==> src/rtl/pipeline_pkg.sv <==
// Shared pipeline constants used by the fetch stage and its helpers.
package pipeline_pkg;

    localparam int          XLEN_DEF    = 64;
    localparam int          INSTR_W_DEF = 32;
    localparam int          PC_INC      = 4;
    localparam logic [31:0] NOP_INSTR   = 32'h0000_0013;

endpackage

==> src/rtl/sat_counter.sv <==
// Saturating up-counter with synchronous active-high reset; sticks at all-ones.
module sat_counter #(
    parameter int CNT_W = 32
) (
    input  logic             clk,
    input  logic             reset,
    input  logic             inc,
    output logic [CNT_W-1:0] count
);

    logic [CNT_W-1:0] count_q;
    logic [CNT_W-1:0] count_d;

    always_comb begin
        count_d = count_q;
        if (inc && (count_q != {CNT_W{1'b1}})) begin
            count_d = count_q + CNT_W'(1);
        end
    end

    always_ff @(posedge clk) begin
        if (reset) begin
            count_q <= '0;
        end else begin
            count_q <= count_d;
        end
    end

    assign count = count_q;

endmodule

==> src/rtl/fetch_stage.sv <==
// IF stage plus IF/ID register: owns the PC, honours stall/flush, counts hazard cycles.
module fetch_stage
    import pipeline_pkg::*;
#(
    parameter int                XLEN     = XLEN_DEF,
    parameter int                INSTR_W  = INSTR_W_DEF,
    parameter logic [XLEN-1:0]   RESET_PC = '0,
    parameter int                CNT_W    = 32
) (
    input  logic               clk,
    input  logic               reset,
    input  logic               PCWrite,
    input  logic               IF_ID_Write,
    input  logic               Flush,
    input  logic [XLEN-1:0]    branch_target,
    output logic [XLEN-1:0]    imem_addr,
    input  logic [INSTR_W-1:0] imem_rdata,
    output logic [XLEN-1:0]    IF_ID_pc,
    output logic [INSTR_W-1:0] IF_ID_instr,
    output logic               IF_ID_valid,
    output logic               misaligned_target,
    output logic [CNT_W-1:0]   stall_count,
    output logic [CNT_W-1:0]   flush_count
);

    logic [XLEN-1:0]    pc_q,        pc_d;
    logic [XLEN-1:0]    ifIdPc_q,    ifIdPc_d;
    logic [INSTR_W-1:0] ifIdInstr_q, ifIdInstr_d;
    logic               ifIdValid_q, ifIdValid_d;
    logic               misaligned_q, misaligned_d;
    logic               stallInc;

    // Flush overrides both write enables; otherwise PC and IF/ID update independently.
    always_comb begin
        pc_d         = pc_q;
        ifIdPc_d     = ifIdPc_q;
        ifIdInstr_d  = ifIdInstr_q;
        ifIdValid_d  = ifIdValid_q;
        misaligned_d = misaligned_q;
        if (Flush) begin
            pc_d         = {branch_target[XLEN-1:2], 2'b00};
            ifIdPc_d     = '0;
            ifIdInstr_d  = INSTR_W'(NOP_INSTR);
            ifIdValid_d  = 1'b0;
            misaligned_d = misaligned_q | (|branch_target[1:0]);
        end else begin
            if (PCWrite) begin
                pc_d = pc_q + XLEN'(PC_INC);
            end
            if (IF_ID_Write) begin
                ifIdPc_d    = pc_q;
                ifIdInstr_d = imem_rdata;
                ifIdValid_d = 1'b1;
            end
        end
    end

    always_ff @(posedge clk) begin
        if (reset) begin
            pc_q         <= RESET_PC;
            ifIdPc_q     <= '0;
            ifIdInstr_q  <= INSTR_W'(NOP_INSTR);
            ifIdValid_q  <= 1'b0;
            misaligned_q <= 1'b0;
        end else begin
            pc_q         <= pc_d;
            ifIdPc_q     <= ifIdPc_d;
            ifIdInstr_q  <= ifIdInstr_d;
            ifIdValid_q  <= ifIdValid_d;
            misaligned_q <= misaligned_d;
        end
    end

    assign stallInc = !Flush && !PCWrite && !IF_ID_Write;

    sat_counter #(.CNT_W(CNT_W)) u_stallCounter (
        .clk   (clk),
        .reset (reset),
        .inc   (stallInc),
        .count (stall_count)
    );

    sat_counter #(.CNT_W(CNT_W)) u_flushCounter (
        .clk   (clk),
        .reset (reset),
        .inc   (Flush),
        .count (flush_count)
    );

    assign imem_addr         = pc_q;
    assign IF_ID_pc          = ifIdPc_q;
    assign IF_ID_instr       = ifIdInstr_q;
    assign IF_ID_valid       = ifIdValid_q;
    assign misaligned_target = misaligned_q;

endmodule

==> config.mk <==
export PLATFORM = sky130hd
export DESIGN_NAME = fetch_stage
export DESIGN_NICKNAME = d
export VERILOG_FILES = /design/src/rtl/pipeline_pkg.sv /design/src/rtl/sat_counter.sv /design/src/rtl/fetch_stage.sv
export SDC_FILE = /design/constraint.sdc
export NUM_CORES = 1
export LEC_CHECK = 0
export CAP_MARGIN = 20
export CORE_MARGIN = 2
export CORE_UTILIZATION = 45
export DETAILED_ROUTE_END_ITERATION = 12
export PLACE_DENSITY = 0.83
export SLEW_MARGIN = 20
export SYNTH_ARGS = -nofsm -noshare
export SYNTH_HDL_FRONTEND = slang
export SYNTH_SLANG_ARGS = --single-unit
==> constraint.sdc <==
create_clock -name clk -period 3.56 [get_ports clk]
set_input_delay 0.534 -clock clk [delete_from_list [all_inputs] [get_ports clk]]
set_output_delay 0.534 -clock clk [all_outputs]
set_load 0.01 [all_outputs]
[After elaboration in Yosys (flattened, before gate mapping)]
Cells that the tools add are included.
Word-level totals
  register bits: 226
  input bits: 101
  output and inout bits: 226
  logic and storage cells: 26
Cells by class
  $add $sub $neg: 3
  equal/unequal tests: 2
  mux-type cells: 2
  bitwise logic cells: 1
  reduce and logical (&&, ||, !) cells: 10
Operator list (count)
  $mux W64: 2
  $add A32 B1 Y32 const B: 2
  $add A64 B3 Y64 const B: 1
  $ne A32 B32 Y1 const B: 2
  $logic_and A1 B1 Y1: 4
  $reduce_or A2 Y1: 2
  $logic_not A1 Y1: 3
  $reduce_bool A2 Y1: 1
  $or A1 B1 Y1: 1

[Longest topological paths before layout]
Gate-level depths: netlist of run 1.
  depth after elaboration: 4
  mapped depth: 8
  gate-level depth less buffers: 6

[Modules after synthesis]
Synthesis of run 1 repeated with hierarchy kept, for this count alone.
Second synthesis, totals
  cell total of the unflattened synthesis: 1185
  area total of the unflattened synthesis: 10481.3 um^2
By module, submodules not included
  fetch_stage: instances 1, cells each 787, area each 7133.1 um^2, sequential area each 3163.0 um^2
  sat_counter: instances 2, cells each 199, area each 1674.1 um^2, sequential area each 640.6 um^2

[Worst setup path before layout of run 1]
OpenSTA, ideal clock, no wires.
  path type: input port to flip-flop
  start point: input port PCWrite
  end point: register pc_q[53], in the netlist imem_addr[53]
  library setup time: 0.091 ns
  arrival time: 2.280 ns
  data required time: 3.469 ns
  setup slack: 1.189 ns
  cell stages on the path: 7
  buffers on the path: 2
  cell sequence: and4_1 buf_2 nand4_2 or4b_1 clkbuf_1 or4_1 a311oi_1
Between the ends
  longest elaborated chain between the ends: 1
Ends and longest elaborated chain
  start, declared: RTL line fetch_stage.sv:12  | input logic PCWrite,
  $reduce_bool A2 Y1 (no line)
  end signal, assigned: RTL line fetch_stage.sv:66  | pc_q <= pc_d;
  end, declared: RTL line fetch_stage.sv:26  | logic [XLEN-1:0] pc_q, pc_d;
No other way between the ends.
A chain may end at the register's enable or synchronous reset.

[Worst setup path after layout of run 1]
  start point: register pc_q[17], in the netlist imem_addr[17]
  end point: register pc_q[51], in the netlist imem_addr[51]
Between the ends
  longest elaborated chain between the ends: 3
Ends and longest elaborated chain
  $add A64 B3 Y64: RTL line fetch_stage.sv:48  | pc_d = pc_q + XLEN'(PC_INC);
  $mux W64: RTL line fetch_stage.sv:47  | if (PCWrite) begin
  $mux W64: RTL line fetch_stage.sv:40  | if (Flush) begin
No other way between the ends. The select of a mux whose other input is x is not followed.

==> impl_metrics.json, run 1 <==
{
  "postSynthAreaPerCell_sq_um": 8.635,
  "holdWs_ns": 0.3586,
  "mostFrequentLayoutCells": "319 x clkdlybuf4s50_1, 222 x dfxtp_1, 192 x nor2_1",
  "drt_iter0_drc": 693,
  "hold_path.class": "in2reg",
  "async_reset_ff_share_pct": 0,
  "place_hpwl_mm": 23.54,
  "synth_seq_cells": 222,
  "cp-end-kind": "flip-flop",
  "final_cells": 1802,
  "startpoint_type": "flip-flop",
  "max_slew.worst_pin.slew_ns": 1.103,
  "grt_use_total_pct": 26.12,
  "htree_levels": 1,
  "finClkSkew_ns": 0.01780,
  "ant_nets": 0,
  "grt_use_met3_pct": 7.083,
  "synth_xor_area_share_pct": 4.293,
  "diodes": 0,
  "finalSetupViolCount": 0,
  "slew_viol_final": 0,
  "crit_required_ns": 3.97,
  "initial_core_util_pct": 45.96,
  "io_buffers": 322,
  "ctsResizeCount": 0,
  "synth_fa_ha_area_share_pct": 0.3608,
  "fin_area_sq_um": 14590,
  "fp.dieW_um": 156.1,
  "dieArea_sq_um": 24350,
  "finalWorstSetupSlack_ns": 0.8137,
  "fillCellCount": 1829,
  "grt_use_met2_pct": 45.60,
  "overflow": 0,
  "max_cap_viol_count": 0,
  "antenna_found_initial": 0,
  "synth_cell_type_count": 57,
  "netlist_instances": 1205,
  "rows": 55,
  "slew_headroom_pct": 26.48,
  "clk_pin_slew_ns": 0.06,
  "dpl_cell_area_sq_um": 13850,
  "rsz0062_at_grt": "no",
  "drive_gt1_share_pct": 5.537,
  "syn_to_final_growth_pct": 40.18,
  "worstSkewPairLatency_ns": 0.51,
  "postCtsHoldBufs": 0,
  "finalSetupTns_ns": 0,
  "cts_buffer_depth": 3,
  "pwr_density_cell_nw_per_um2": 387.6,
  "synth-compound-area-share_pct": 11.32,
  "arrival_ns": 3.16,
  "vias": 10370,
  "grt_first_pass_wirelength_mm": 52.03,
  "peakVddDrop_uv": 377.0,
  "muxShareOfSynthArea_pct": 10.20,
  "cts_tree": "done",
  "grt_pass1_vias": 9870,
  "layout.cells.most_common": "clkdlybuf4s50_1",
  "yosys.area_share.simple_pct": 27.15,
  "critPathMaxFanout": 10,
  "timing.final.crit_period_ns": 2.746,
  "hold_viol_final": 0,
  "finalCritPeriodShare_pct": 77.14,
  "yosysSeqAreaShare_pct": 42.71,
  "status": "finished clean",
  "firstDrtPassIters": 6,
  "syn-cell-area_sq_um": 10400,
  "route.detailed.drc": 0,
  "routabilityCongestion": 0.8958,
  "die_h_um": 156.1,
  "cts-root-buf": "clkbuf_16",
  "synth_top_family_by_area": "simple AND/OR/NAND/NOR gates",
  "total_power_mw": 5.653,
  "synth_edf_count": 0,
  "drt-total-wl_mm": 32.97,
  "synthFlopType": "dfxtp_1",
  "numCtsBuffers": 25,
  "grt_max_degree": 93,
  "core_sq_um": 22640,
  "cts_setup_buffers": 0,
  "busiest_layer": "met2",
  "wl_per_cell_um": 18.30,
  "io_pins": 327,
  "place_inst": 1761,
  "postLayoutCoreUtil_pct": 64.42,
  "viasPerCell": 5.754,
  "nNetsFinal": 1607,
  "pre_cts_slack_ns": 0.3824,
  "total_leakage_power_nw": 5.076,
  "yosys_warnings": 0,
  "crit_type": "reg2reg",
  "cts_sinks": 222,
  "fmax_mhz": 364.1,
  "grtUsageMet1_pct": 31.77
}
-- synth_stat cells (12+ instances only) --
master      n  area (sq um)
or4_1      32         240.2
nand2_1    66         247.7
a21oi_1    53         265.3
and4_1     18         157.7
clkbuf_1   58         217.7
xnor2_1    39         341.6
o21ai_0    33         165.2
a311oi_1   20         175.2
dfxtp_1   222          4444
o31ai_1    25         187.7
a211oi_1   29         217.7
nand4_1    46         287.8
nand3_1    52         260.3
nor3_1     25         125.1
mux2i_1    97         970.9
inv_1      20         75.07
and3_1     15         93.84
or3_1      35         219.0
nor4_1     27         168.9
nor2_1    192         720.7
xor2_1     12         105.1
-- final cells by class --
cell class / count / area (sq um) / area share (%)
clock buffers: 38 / 714.4 / 4.898
multi-input cells: 887 / 5574 / 38.22
clock inverters: 3 / 18.77 / 0.1287
well taps: 285 / 356.6 / 2.445
repair buffers: 346 / 3397 / 23.29
flip-flops and latches: 222 / 4444 / 30.47
inverters: 21 / 80.08 / 0.5490
-- registers in the layout, summed over array words and instances (netlist names) --
| register | cells |
|---|---|
| IF_ID_instr | 32 |
| IF_ID_valid | 1 |
| u_stallCounter.count | 32 |
| IF_ID_pc | 62 |
| u_flushCounter.count | 32 |
| misaligned_target | 1 |
| imem_addr | 62 |
-- cells by family (layout without fill, tap and decap cells) --
| group | count (synthesis) | in the layout |
|---|---|---|
| simple gates | 544 | 544 |
| flops | 222 | 222 |
| compound gates | 180 | 180 |
| mux | 105 | 105 |
| buf+inv | 99 | 408 |
| xor+xnor | 51 | 51 |
| fa+ha+maj | 3 | 3 |
| other cells | 1 | 4 |
-- final timing paths --
check,slack (ns),cells past startpoint,from,end
worst max-delay path,0.81,5,imem_addr[17]$_SDFFE_PP0P_,imem_addr[51]$_SDFFE_PP0P_
worst min-delay path,0.36,2,reset,u_flushCounter.count[26]$_SDFFE_PP0P_
worst max register to register,0.81,5,imem_addr[17]$_SDFFE_PP0P_,imem_addr[51]$_SDFFE_PP0P_
worst min register to register,0.46,2,misaligned_target$_SDFFE_PP0P_,misaligned_target$_SDFFE_PP0P_
-- where the power goes --
part / internal (mW) / leakage (nW) / switching, mW
combinational: 0.343 / 2.91 / 0.283
clock: 1.37 / 0.360 / 0.987
sequential: 2.56 / 1.81 / 0.108
total: 4.28 / 5.08 / 1.38
-- critical path: stages, from the launching register on --
cell	delay [ns]
dfxtp_1	0.48
and4_2	0.36
nand3_2	0.21
or4_1	0.78
or4_1	0.53
a311oi_1	0.28
-- routing by layer --
layer / share of wire (%) / wire length [um]
met5: 0 / 0
met1: 41 / 13500
met4: 2.6 / 866
met3: 8.5 / 2790
met2: 48 / 15810
Note: power is estimated with default switching activity, not from simulation.
==> inputs of run 2 (changes only) <==
--- a/config.mk
+++ b/config.mk
@@ -7,7 +7,7 @@
 export LEC_CHECK = 0
 export CAP_MARGIN = 20
 export CORE_MARGIN = 2
-export CORE_UTILIZATION = 45
+export CORE_UTILIZATION = 43
 export DETAILED_ROUTE_END_ITERATION = 12
 export PLACE_DENSITY = 0.83
 export SLEW_MARGIN = 20
==> constraint.sdc (replaced) <==
create_clock -name clk -period 2.2 [get_ports clk]
set_input_delay 0.33 -clock clk [delete_from_list [all_inputs] [get_ports clk]]
set_output_delay 0.33 -clock clk [all_outputs]
set_load 0.01 [all_outputs]
==> run 2 against run 1 <==
Against the previous run:
- the run now ends with setup timing left
- first-iteration DRC count is 0.72% lower
- sequential share of layout area is 2.6 points lower
- via count is 7.7% higher
- utilization is 4.0 points higher
- critical endpoint is now imem_addr[60]$_SDFFE_PP0P_
==> impl_metrics.json, run 2 (synthesized netlist as in run 1, its figures left out) <==
{
  "routabilityCongestion": 0.8944,
  "holdWs_ns": 0.2388,
  "vias": 11170,
  "total_power_mw": 9.887,
  "grt_pass1_vias": 10860,
  "hold_viol_final": 0,
  "slew_viol_final": 0,
  "grt_first_pass_wirelength_mm": 57.35,
  "switchingPower_mw": 2.443,
  "worstSkewPairLatency_ns": 0.54,
  "comb_power_share_pct": 12.6,
  "antenna_found_initial": 1,
  "total_leakage_power_nw": 5.969,
  "initial_core_util_pct": 44.07,
  "violations": "setup timing",
  "intPower_mw": 7.445,
  "htree_levels": 1,
  "die_h_um": 159.6,
  "swShare_pct": 24.71,
  "seq_area_sq_um": 4508,
  "drt_iter0_drc": 688,
  "fin_area_sq_um": 16160,
  "cts_tree": "done",
  "critical-path-max-stage-delay_ns": 0.63,
  "finalSetupViolCount": 3,
  "cts_sinks": 222,
  "multi_input_area_sq_um": 5715,
  "nNetsFinal": 1758,
  "grt_max_degree": 96,
  "route.detailed.drc": 0,
  "seqPwrFrac_pct": 42.9,
  "numCtsBuffers": 26,
  "max_cap_viol_count": 0,
  "dieArea_sq_um": 25460,
  "hp-start": "reset",
  "cp-end-kind": "flip-flop",
  "crit_buf_inv": 1,
  "clockPowerShare_pct": 44.5,
  "syn_to_final_growth_pct": 55.34,
  "wl_per_cell_um": 18.31,
  "rsz0062_at_grt": "yes",
  "core_sq_um": 23610,
  "arrival_ns": 2.69,
  "pwr_density_cell_nw_per_um2": 611.7,
  "timing.final.crit_period_ns": 2.249,
  "critPathMaxFanout": 6,
  "drt-total-wl_mm": 36.50,
  "layout.cells.most_common": "clkdlybuf4s50_1",
  "peakVddDrop_uv": 599.7,
  "finalSetupTns_ns": -0.09385,
  "startpoint_type": "flip-flop",
  "slew_headroom_pct": 52.37,
  "r2r-start": "imem_addr[5]$_SDFFE_PP0P_",
  "fp.dieW_um": 159.6,
  "mostFrequentLayoutCells": "318 x clkdlybuf4s50_1, 195 x dfxtp_1, 192 x nor2_1",
  "cp_slowest_cell": "or4_4",
  "io_buffers": 322,
  "crit_type": "reg2reg",
  "place_hpwl_mm": 26.14,
  "finalCritPeriodShare_pct": 102.2,
  "crit_required_ns": 2.64,
  "overflow": 0,
  "io_pins": 327,
  "fillCellCount": 1812,
  "max_slew.worst_pin.slew_ns": 0.7145,
  "finClkSkew_ns": 0.02126,
  "critPathTopFamily": "simple AND/OR/NAND/NOR gates",
  "worstPathCellList": "and4_1 > buf_6 > nand4_4 > or4_4 > or4_1 > a311oi_2",
  "fmax_mhz": 444.7,
  "dpl_cell_area_sq_um": 15110,
  "status": "finished, violations left",
  "ant_nets": 0,
  "finalWorstSetupSlack_ns": -0.04890,
  "drive_gt1_share_pct": 17.62,
  "firstDrtPassIters": 7,
  "cts-root-buf": "clkbuf_16",
  "clk_pin_slew_ns": 0.06,
  "rows": 56,
  "viasPerCell": 5.599,
  "grt_use_total_pct": 27.13,
  "hold_path.class": "in2reg",
  "cp-startpoint": "imem_addr[5]$_SDFFE_PP0P_",
  "cts_buffer_depth": 3
}
==> run 2: layout make-up <==
class	instances	share of cell area (%)
antenna	1	0.01548
clock buffer	36	4.699
clock inverter	12	0.6890
inverter	21	0.4877
multi-input combinational	888	35.36
sequential	222	27.89
tap	319	2.469
timing repair buffer	495	28.39
==> run 2: per-stage QoR <==
stage / cells / util (%) / setup slack (ns)
finish: 1994 / 68.45 / -0.04890
floorplan: 1208 / - / -0.04201
global route: 1994 / 68.45 / -0.09184
global placement: 1936 / 63.98 / -0.5390
detailed placement: 1936 / 63.98 / -0.5605
CTS: 1985 / 67.81 / -0.04489
==> run 2: what timing repair did <==
item,in CTS,in global routing
pin swaps,2,18
resized for setup,6,21
buffers inserted,0,8
hold buffers,0,0
setup endpoints to repair,13,20
cloned,1,0
==> run 2: path summary, 6_finish.rpt <==
path,endpoint,slack [ns],cells past startpoint
max,imem_addr[60]$_SDFFE_PP0P_,-0.05,6
min,IF_ID_instr[4]$_SDFFE_PP1P_,0.24,4
max reg2reg,imem_addr[60]$_SDFFE_PP0P_,-0.05,6
min reg2reg,misaligned_target$_SDFFE_PP0P_,0.47,2
==> run 2: tightest hold or removal path: cells and delay by family <==
family / cells / cell delay [ns]
buf+inv: 2 / 0.28
simple gates: 2 / 0.12
==> run 2: metal layers <==
layer | global-route usage [%] | share of wire, % | vias up
met3 | 6.278 | 7.7 | 110
met4 | 11.36 | 3.8 | 0
met2 | 44.43 | 47 | 468
li1 | - | - | 5312
met1 | 34.35 | 42 | 5275
met5 | 0 | 0 | -
==> run 2: power groups by stage <==
stage | logic (mW) | registers, mW | clock network, mW
after CTS | 1.23 | 4.24 | 4.46
after global routing | 1.33 | 4.26 | 4.61
final | 1.25 | 4.24 | 4.40
after detailed placement | 1.22 | 4.33 | 0
after global placement | 1.20 | 4.32 | 0
after floorplan | 0.420 | 4.42 | 0
==> inputs of run 3 (changes only) <==
--- a/config.mk
+++ b/config.mk
@@ -8,6 +8,7 @@
 export CAP_MARGIN = 20
 export CORE_MARGIN = 2
 export CORE_UTILIZATION = 43
+export CTS_CLUSTER_SIZE = 24
 export DETAILED_ROUTE_END_ITERATION = 12
 export PLACE_DENSITY = 0.83
 export SLEW_MARGIN = 20
==> results of run 3 <==
No change in the layout: final DEF, timing and power equal those of run 2.
